## src/rtl/pipe_ctrl_pkg.sv

```systemverilog
// Shared encodings for the pipeline sequencer.
// Stall vectors, FSM states and default widths.
package pipe_ctrl_pkg;

    localparam int MC_W_DEF   = 6;
    localparam int PERF_W_DEF = 32;

    localparam logic [5:0] STALL_NONE = 6'b000000;
    localparam logic [5:0] STALL_ID   = 6'b000111;
    localparam logic [5:0] STALL_EX   = 6'b001111;

    typedef enum logic {
        PC_RUN     = 1'b0,
        PC_MC_WAIT = 1'b1
    } pc_state_t;

    function automatic logic [5:0] id_stall(input logic req);
        return req ? STALL_ID : STALL_NONE;
    endfunction

endpackage

```

## src/rtl/pipe_ctrl_if.sv

```systemverilog
// Request/response bundle between the pipeline stages and pipe_ctrl.
// master = stage side, slave = sequencer side.
interface pipe_ctrl_if #(
    parameter int MC_W   = 6,
    parameter int PERF_W = 32
);
    logic              stallreq_id_i;
    logic              ex_mc_start_i;
    logic [MC_W-1:0]   ex_mc_cycles_i;
    logic              flush_req_i;
    logic [31:0]       flush_pc_i;
    logic [5:0]        stall_o;
    logic              flush_o;
    logic [31:0]       new_pc_o;
    logic              mc_last_o;
    logic              ex_busy_o;
    logic [PERF_W-1:0] stall_cnt_o;

    modport master (
        output stallreq_id_i, ex_mc_start_i, ex_mc_cycles_i,
        output flush_req_i, flush_pc_i,
        input  stall_o, flush_o, new_pc_o,
        input  mc_last_o, ex_busy_o, stall_cnt_o
    );

    modport slave (
        input  stallreq_id_i, ex_mc_start_i, ex_mc_cycles_i,
        input  flush_req_i, flush_pc_i,
        output stall_o, flush_o, new_pc_o,
        output mc_last_o, ex_busy_o, stall_cnt_o
    );
endinterface

```

## src/rtl/pipe_ctrl_sat_counter.sv

```systemverilog
// Saturating up-counter with synchronous clear and enable.
// Holds at all-ones instead of wrapping.
module sat_counter #(
    parameter int W = 32
) (
    input  logic         clk,
    input  logic         clr,
    input  logic         en,
    output logic [W-1:0] q
);

    always_ff @(posedge clk) begin
        if (clr) begin
            q <= '0;
        end else if (en && !(&q)) begin
            q <= q + W'(1);
        end
    end

endmodule

```

## src/rtl/pipe_ctrl.sv

```systemverilog
// Pipeline sequencer: per-stage stall vector, multi-cycle EX hold,
// flush/redirect and saturating stall-cycle counter.
module pipe_ctrl
    import pipe_ctrl_pkg::*;
#(
    parameter int MC_W   = MC_W_DEF,
    parameter int PERF_W = PERF_W_DEF
) (
    input logic       clk,
    input logic       rst,
    pipe_ctrl_if.slave bus
);

    pc_state_t       state, state_n;
    logic [MC_W-1:0] cnt, cnt_n;
    logic            mc_go;
    logic            cnt_zero;
    logic [5:0]      stall;

    assign mc_go    = bus.ex_mc_start_i && (bus.ex_mc_cycles_i != '0);
    assign cnt_zero = (cnt == '0);

    always_ff @(posedge clk) begin
        if (rst) begin
            state <= PC_RUN;
            cnt   <= '0;
        end else begin
            state <= state_n;
            cnt   <= cnt_n;
        end
    end

    always_comb begin
        state_n = state;
        cnt_n   = cnt;
        if (bus.flush_req_i) begin
            state_n = PC_RUN;
            cnt_n   = '0;
        end else begin
            unique case (state)
                PC_RUN: begin
                    if (mc_go) begin
                        state_n = PC_MC_WAIT;
                        cnt_n   = bus.ex_mc_cycles_i - MC_W'(1);
                    end
                end
                PC_MC_WAIT: begin
                    if (cnt_zero) begin
                        state_n = PC_RUN;
                    end else begin
                        cnt_n = cnt - MC_W'(1);
                    end
                end
            endcase
        end
    end

    // Reset overrides everything; flush beats any hold or start.
    always_comb begin
        stall         = STALL_NONE;
        bus.flush_o   = 1'b0;
        bus.new_pc_o  = '0;
        bus.mc_last_o = 1'b0;
        bus.ex_busy_o = 1'b0;
        if (!rst) begin
            bus.ex_busy_o = (state == PC_MC_WAIT);
            if (bus.flush_req_i) begin
                bus.flush_o  = 1'b1;
                bus.new_pc_o = bus.flush_pc_i;
            end else begin
                unique case (state)
                    PC_RUN: begin
                        if (mc_go) begin
                            stall = STALL_EX;
                        end else begin
                            stall         = id_stall(bus.stallreq_id_i);
                            bus.mc_last_o = bus.ex_mc_start_i;
                        end
                    end
                    PC_MC_WAIT: begin
                        if (cnt_zero) begin
                            stall         = id_stall(bus.stallreq_id_i);
                            bus.mc_last_o = 1'b1;
                        end else begin
                            stall = STALL_EX;
                        end
                    end
                endcase
            end
        end
    end

    assign bus.stall_o = stall;

    sat_counter #(
        .W (PERF_W)
    ) u_perf (
        .clk (clk),
        .clr (rst),
        .en  (stall[0]),
        .q   (bus.stall_cnt_o)
    );

endmodule

```

## src/flat_wrapper.sv

```systemverilog
// flat-port wrapper written by rule: the top's interface ports become plain ports
module pipe_ctrl_flat import pipe_ctrl_pkg::*;
#(
    parameter int MC_W   = MC_W_DEF,
    parameter int PERF_W = PERF_W_DEF
)
  (clk, rst, bus_stallreq_id_i, bus_ex_mc_start_i, bus_ex_mc_cycles_i, bus_flush_req_i, bus_flush_pc_i, bus_stall_o, bus_flush_o, bus_new_pc_o, bus_mc_last_o, bus_ex_busy_o, bus_stall_cnt_o);
  pipe_ctrl_if #(.MC_W(MC_W), .PERF_W(PERF_W)) bus_i ();
  input logic clk;
  input logic rst;
  input wire logic [$bits(bus_i.stallreq_id_i)-1:0] bus_stallreq_id_i;
  input wire logic [$bits(bus_i.ex_mc_start_i)-1:0] bus_ex_mc_start_i;
  input wire logic [$bits(bus_i.ex_mc_cycles_i)-1:0] bus_ex_mc_cycles_i;
  input wire logic [$bits(bus_i.flush_req_i)-1:0] bus_flush_req_i;
  input wire logic [$bits(bus_i.flush_pc_i)-1:0] bus_flush_pc_i;
  output wire logic [$bits(bus_i.stall_o)-1:0] bus_stall_o;
  output wire logic [$bits(bus_i.flush_o)-1:0] bus_flush_o;
  output wire logic [$bits(bus_i.new_pc_o)-1:0] bus_new_pc_o;
  output wire logic [$bits(bus_i.mc_last_o)-1:0] bus_mc_last_o;
  output wire logic [$bits(bus_i.ex_busy_o)-1:0] bus_ex_busy_o;
  output wire logic [$bits(bus_i.stall_cnt_o)-1:0] bus_stall_cnt_o;
  assign bus_i.stallreq_id_i = bus_stallreq_id_i;
  assign bus_i.ex_mc_start_i = bus_ex_mc_start_i;
  assign bus_i.ex_mc_cycles_i = bus_ex_mc_cycles_i;
  assign bus_i.flush_req_i = bus_flush_req_i;
  assign bus_i.flush_pc_i = bus_flush_pc_i;
  assign bus_stall_o = bus_i.stall_o;
  assign bus_flush_o = bus_i.flush_o;
  assign bus_new_pc_o = bus_i.new_pc_o;
  assign bus_mc_last_o = bus_i.mc_last_o;
  assign bus_ex_busy_o = bus_i.ex_busy_o;
  assign bus_stall_cnt_o = bus_i.stall_cnt_o;
  pipe_ctrl #(.MC_W(MC_W), .PERF_W(PERF_W)) u_core (.clk(clk), .rst(rst), .bus(bus_i));
endmodule
```

## config.mk

```make
export PLATFORM = sky130hd
export DESIGN_NAME = pipe_ctrl_flat
export DESIGN_NICKNAME = d
export VERILOG_FILES = /design/src/rtl/pipe_ctrl_pkg.sv /design/src/rtl/pipe_ctrl_if.sv /design/src/rtl/pipe_ctrl_sat_counter.sv /design/src/rtl/pipe_ctrl.sv /design/src/flat_wrapper.sv
export SDC_FILE = /design/constraint.sdc
export NUM_CORES = 1
export LEC_CHECK = 0
export CORE_MARGIN = 10
export CORE_UTILIZATION = 42
export DETAILED_ROUTE_END_ITERATION = 10
export PLACE_DENSITY = 0.81
export SYNTH_ARGS = -nofsm -noshare
export SYNTH_HDL_FRONTEND = slang
export SYNTH_SLANG_ARGS = --single-unit
```

## constraint.sdc

```tcl
create_clock -name clk -period 3.14 [get_ports clk]
set_input_delay 0.471 -clock clk [delete_from_list [all_inputs] [get_ports clk]]
set_output_delay 0.471 -clock clk [all_outputs]
set_load 0.005 [all_outputs]
```

### After elaboration in Yosys (flattened, before gate mapping)

Cells that the tools add are included.

| operators by class | value |
|---|---|
| mux-type cells | 22 |
| equality and inequality tests | 2 |
| bitwise logic cells | 1 |
| reductions and logical operators | 8 |
| add/subtract/negate cells | 3 |

Operators with widths:

| operator | number |
|---|---|
| 32-bit 2-to-1 mux | 2 |
| 6-bit 2-to-1 mux | 6 |
| 32-bit by 1-bit adder with 32-bit output (second input constant) | 1 |
| 32-bit AND reduction | 1 |
| 6-bit case mux with 2 select lines | 2 |
| 6-bit by 1-bit subtractor with 6-bit output (second input constant) | 2 |
| 1-bit 2-to-1 mux | 9 |
| 6-bit zero test | 1 |
| 6-bit nonzero test | 1 |
| 1-bit case mux with 2 select lines | 2 |
| 3-bit 2-to-1 mux | 1 |
| 1-bit logical AND | 2 |
| 2-bit by 1-bit inequality test with 1-bit output (second input constant) | 1 |
| 2-bit inequality test (second input constant) | 1 |
| 2-bit AND reduction | 1 |
| 2-bit OR reduction | 1 |
| 1-bit zero test | 1 |
| 1-bit inverter | 1 |

| word-level totals | value |
|---|---|
| output and inout bits | 73 |
| bits in registers | 39 |
| logic and storage cells | 39 |
| bits of input ports | 43 |

### Depth between registers and ports, before layout

Gate-level depths: netlist of the first run.

| depth | value |
|---|---|
| depth in word-level cells | 7 |
| depth in mapped cells | 8 |
| mapped depth without buffers | 6 |

### By module

From an unflattened synthesis of the first run, not the netlist that was laid out.

| unflattened totals | value |
|---|---|
| cell total of the unflattened synthesis | 293 |
| area total of the unflattened synthesis | 2524.9 um2 |

By module, submodules not included:

| module | instances | cells each | sequential area each (um2) | area an instance (um2) |
|---|---|---|---|---|
| sat_counter | 1 | 191 | 640.6 | 1721.7 |
| pipe_ctrl | 1 | 102 | 140.1 | 803.3 |

### Worst setup path before layout of the first run

Ideal clock, no wire load.

| timing path | value |
|---|---|
| path type | input to output |
| from | in bus_ex_mc_cycles_i[2] |
| to | out bus_stall_o[0] |
| path slack | 0.633 ns |
| required time | 2.669 ns |
| stages | 7 |
| path buffers | 3 |
| data arrival time | 2.036 ns |
| cell sequence | or4_4 > o31a_4 > o31ai_4 > buf_4 > buf_6 > inv_2 > buf_4 |

| between the ends | value |
|---|---|
| longest elaborated chain between the ends | 6 |

RTL lines:

| what | RTL line | source |
|---|---|---|
| from (decl) | flat_wrapper.sv:13 | `input wire logic [$bits(bus_i.ex_mc_cycles_i)-1:0] bus_ex_mc_cycles_i;` |
| 6-bit nonzero test | pipe_ctrl.sv:20 | `assign mc_go = bus.ex_mc_start_i && (bus.ex_mc_cycles_i != '0);` |
| 1-bit logical AND | pipe_ctrl.sv:20 |  |
| 6-bit 2-to-1 mux | pipe_ctrl.sv:73 | `if (mc_go) begin` |
| 6-bit case mux with 2 select lines | pipe_ctrl.sv:71 | `unique case (state)` |
| 6-bit 2-to-1 mux | pipe_ctrl.sv:67 | `if (bus.flush_req_i) begin` |
| 6-bit 2-to-1 mux | pipe_ctrl.sv:65 | `if (!rst) begin` |
| to (decl) | flat_wrapper.sv:16 | `output wire logic [$bits(bus_i.stall_o)-1:0] bus_stall_o;` |

Every way passes these cells.

### Worst setup path after layout of the first run

Ends and elaborated chain as after synthesis.

==> results.json, run 1 <==
{
  "cp_slowest_cell": "or4_4",
  "cpMostUsedCell": "clkdlybuf4s50_1",
  "min_path_cells": 2,
  "multi_input_area_um2": 1650,
  "top_usage_layer": "met2",
  "ys_warn_count": 0,
  "r2r_cells": 8,
  "core.rowCount": 28,
  "die_area_um2": 9730,
  "post_drt_wl_per_cell_um": 17.6,
  "crit_arrival_ns": 2.59,
  "chipHeight_um": 98.7,
  "cts.sinks": 39,
  "fmax_mhz": 326,
  "holdPathEnd": "u_core.cnt[5]",
  "tritoncts": "built",
  "grt_usage": 0.173,
  "yosysMostFrequentCell": "dfxtp_1",
  "rsz0062_at_grt": "false",
  "clk_pin_slew_ns": 0.07,
  "grt_pass1_vias": 2749,
  "post-route-period-util": 0.976,
  "slew_viol_final": 0,
  "synth_top_area_frac": 0.300,
  "p_clk_frac": 0.317,
  "async_reset_ff_frac": 0,
  "fin_setup_tns_ns": 0,
  "internal_power_mw": 0.777,
  "core_um2": 5960,
  "critPathCaptureType": "output pin",
  "antenna_cells": 0,
  "firstDrtPassIters": 4,
  "max_slew_margin": 0.595,
  "syn_area_um2": 2600,
  "maxCapViolCount": 0,
  "cts_buffers": 5,
  "drt-initial-drc-count": 162,
  "seqCellArea_um2": 781,
  "synthCells": 321,
  "start_kind": "primary input",
  "status": "finished clean",
  "cpPeakStageDelay_ns": 0.56,
  "drc": 0,
  "drt-total-wl_mm": 8.90,
  "grt_max_degree": 38,
  "io_pins": 116,
  "p_comb_frac": 0.200,
  "synth.area.top_cells": "dfxtp_1, and2_1, a21oi_1, or4_1, o31ai_1",
  "fillCellCount": 532,
  "vias": 2938,
  "skew_ns": 0.0107,
  "ctsHoldBuffers": 0,
  "io_buffers": 113,
  "p_leak_nw": 1.35,
  "nNetsFinal": 476,
  "gp_congestion": 0.889,
  "synthFlopType": "dfxtp_1",
  "cts_root_buf": "clkbuf_8",
  "synth-edff-count": 0,
  "viasPerCell": 5.79,
  "grt_pass1_wl_mm": 14.2,
  "ant_nets": 0,
  "dp_hpwl_mm": 6.90,
  "yosys.cell_types.count": 54,
  "reg2reg_from": "u_core.u_perf.q[0]",
  "dp_cells": 497,
  "switching_power_mw": 0.272,
  "final-setup-viol-count": 0,
  "hold_viol_final": 0,
  "ys_seq_area_frac": 0.300,
  "worst_slew_pin_slew_ns": 0.605,
  "hold_path_class": "reg -> reg",
  "timing.rr.end": "u_core.u_perf.q[5]",
  "worst_skew_pair.late_latency_ns": 0.30,
  "antenna_found_initial": 0,
  "hold_start": "u_core.cnt[5]",
  "min_period_ns": 3.07,
  "met3_usage": 0.0405,
  "areaGrowthSynthToFinish_pct": 49.1,
  "synth_largest_area_cell": "dfxtp_1",
  "ir_worst_vdd_mv": 0.243,
  "cts_max_level": 2,
  "cp_cell_sequence": "clkdlybuf4s50_1 -> or4_4 -> o31a_4 -> o31ai_4 -> inv_2 -> clkdlybuf4s50_1",
  "drive_above_1_share": 0.0787,
  "use_met2": 0.316,
  "critPathKind": "in -> out",
  "grt_overflow": 0,
  "synth_commonest_cells": "dfxtp_1, and2_1, a21oi_1, nand2_1, nor2_1",
  "die_w_um": 98.7,
  "powerDensity_nw_per_um2": 271,
  "avgSynthCellArea_um2": 8.10,
  "met1_usage": 0.193,
  "swShare": 0.260,
  "initial_utilization": 0.436,
  "synth_seq_cells": 39,
  "clk_path_buf_depth": 2,
  "pwr-share-seq": 0.484,
  "reg2reg_slack_ns": 0.72,
  "path_max_fanout": 8,
  "stdcell_count": 507,
  "crit_required_ns": 2.67
}
-- worst max-delay path: cells and delay by family --
family | cells | cell delay [ns]
buffers and inverters | 3 | 0.97
and+or+nand+nor | 1 | 0.56
AOI/OAI and AO/OA | 2 | 0.59
-- metrics by stage --
step                      utilization  power (mW)  worst slack, ns  hold WS (ns)  cell area, um2
after floorplan                     -       0.610            0.633         0.432            2600
after global placement          0.633       0.723           0.0954         0.446            3770
after detailed placement        0.633       0.726           0.0630         0.451            3770
after CTS                       0.647        1.05           0.0603         0.460            3850
after global routing            0.650        1.09          0.00488         0.503            3870
final                           0.650        1.05           0.0741         0.455            3870
-- layout make-up --
class,count,share of cell area
clock buffers,7,0.0197
clock inverters,1,0.00129
inverters,10,0.00969
multi-input cells,249,0.425
flip-flops and latches,39,0.202
well taps,75,0.0242
repair buffers,126,0.318
-- power groups by stage --
stage | registers [mW] | clock network [mW] | logic, mW
floorplan | 0.515 | 0 | 0.0946
global placement | 0.519 | 0 | 0.204
detailed placement | 0.519 | 0 | 0.207
CTS | 0.507 | 0.336 | 0.208
global route | 0.508 | 0.357 | 0.227
finish | 0.508 | 0.332 | 0.210
-- worst max path at each step --
stage	endpoint	slack (ns)	from	depth (start not counted)
after detailed placement	bus_stall_o[0]	0.06	bus_ex_mc_cycles_i[2]	6
after global placement	bus_stall_o[0]	0.1	bus_ex_mc_cycles_i[2]	6
after CTS	bus_stall_o[0]	0.06	bus_ex_mc_cycles_i[2]	6
after floorplan	bus_stall_o[0]	0.63	bus_ex_mc_cycles_i[2]	7
final	bus_stall_o[0]	0.07	bus_ex_mc_cycles_i[2]	6
after global routing	bus_stall_o[0]	0.005	bus_ex_mc_cycles_i[2]	6
-- placed cells by master, fill, tap and decap left out, types with 2 or more instances in the layout --
cell type | synthesis | final
a22o_1 | 3 | 3
ha_1 | 2 | 2
or3_1 | 4 | 4
or4b_1 | 3 | 3
nor3_1 | 3 | 3
dlymetal6s2s_1 | 0 | 2
and3_1 | 4 | 4
clkbuf_8 | 0 | 5
inv_1 | 9 | 9
mux2_1 | 7 | 7
and2_1 | 33 | 33
clkdlybuf4s50_1 | 0 | 111
clkbuf_1 | 11 | 2
or4_1 | 16 | 16
o41ai_1 | 8 | 8
nor2b_1 | 8 | 8
a21oi_1 | 26 | 26
nor4_1 | 8 | 8
nand3_1 | 15 | 15
dfxtp_1 | 39 | 39
nand4_1 | 7 | 7
nand2_1 | 21 | 21
or2_2 | 4 | 4
nor2_1 | 19 | 19
o21ai_0 | 5 | 5
conb_1 | 1 | 2
o211ai_1 | 2 | 2
o311ai_0 | 2 | 2
o21ai_1 | 2 | 2
o31ai_1 | 14 | 14
buf_4 | 8 | 13
o311ai_1 | 5 | 5
mux2i_1 | 4 | 4
and4_1 | 3 | 3
-- metal layers --
layer	wire length, um	share of wire
met5	0	0
met4	162	0.018
met3	432	0.049
met2	4680	0.53
met1	3630	0.41
-- flip-flops by register name, summed over array words and instances, names as in the netlist --
| signal | flops |
|---|---|
| u_core.u_perf.q | 32 |
| u_core.cnt | 6 |
| u_core.state | 1 |
-- logic make-up (layout without fill, tap and decap cells) --
group	Yosys count	count (layout)	share of synthesized area
compound gates	76	76	0.209
buf+inv	34	144	0.0674
fa+ha+maj	2	2	0.00963
mux	12	12	0.0501
flops	39	39	0.300
other cells	1	2	0.00144
simple gates	157	157	0.362
-- timing repair --
action / 4_1_cts / 5_1_grt
setup buffers: 0 / 2
setup endpoints to repair: 0 / 3
resized for setup: 0 / 2
No activity file was read; power rests on OpenSTA's default activity.
==> inputs of run 2 (changes only) <==
- SLEW_MARGIN: unset -> 0
==> results of run 2 <==
Same layout as run 1: the final DEF is identical, and so are final timing and power.
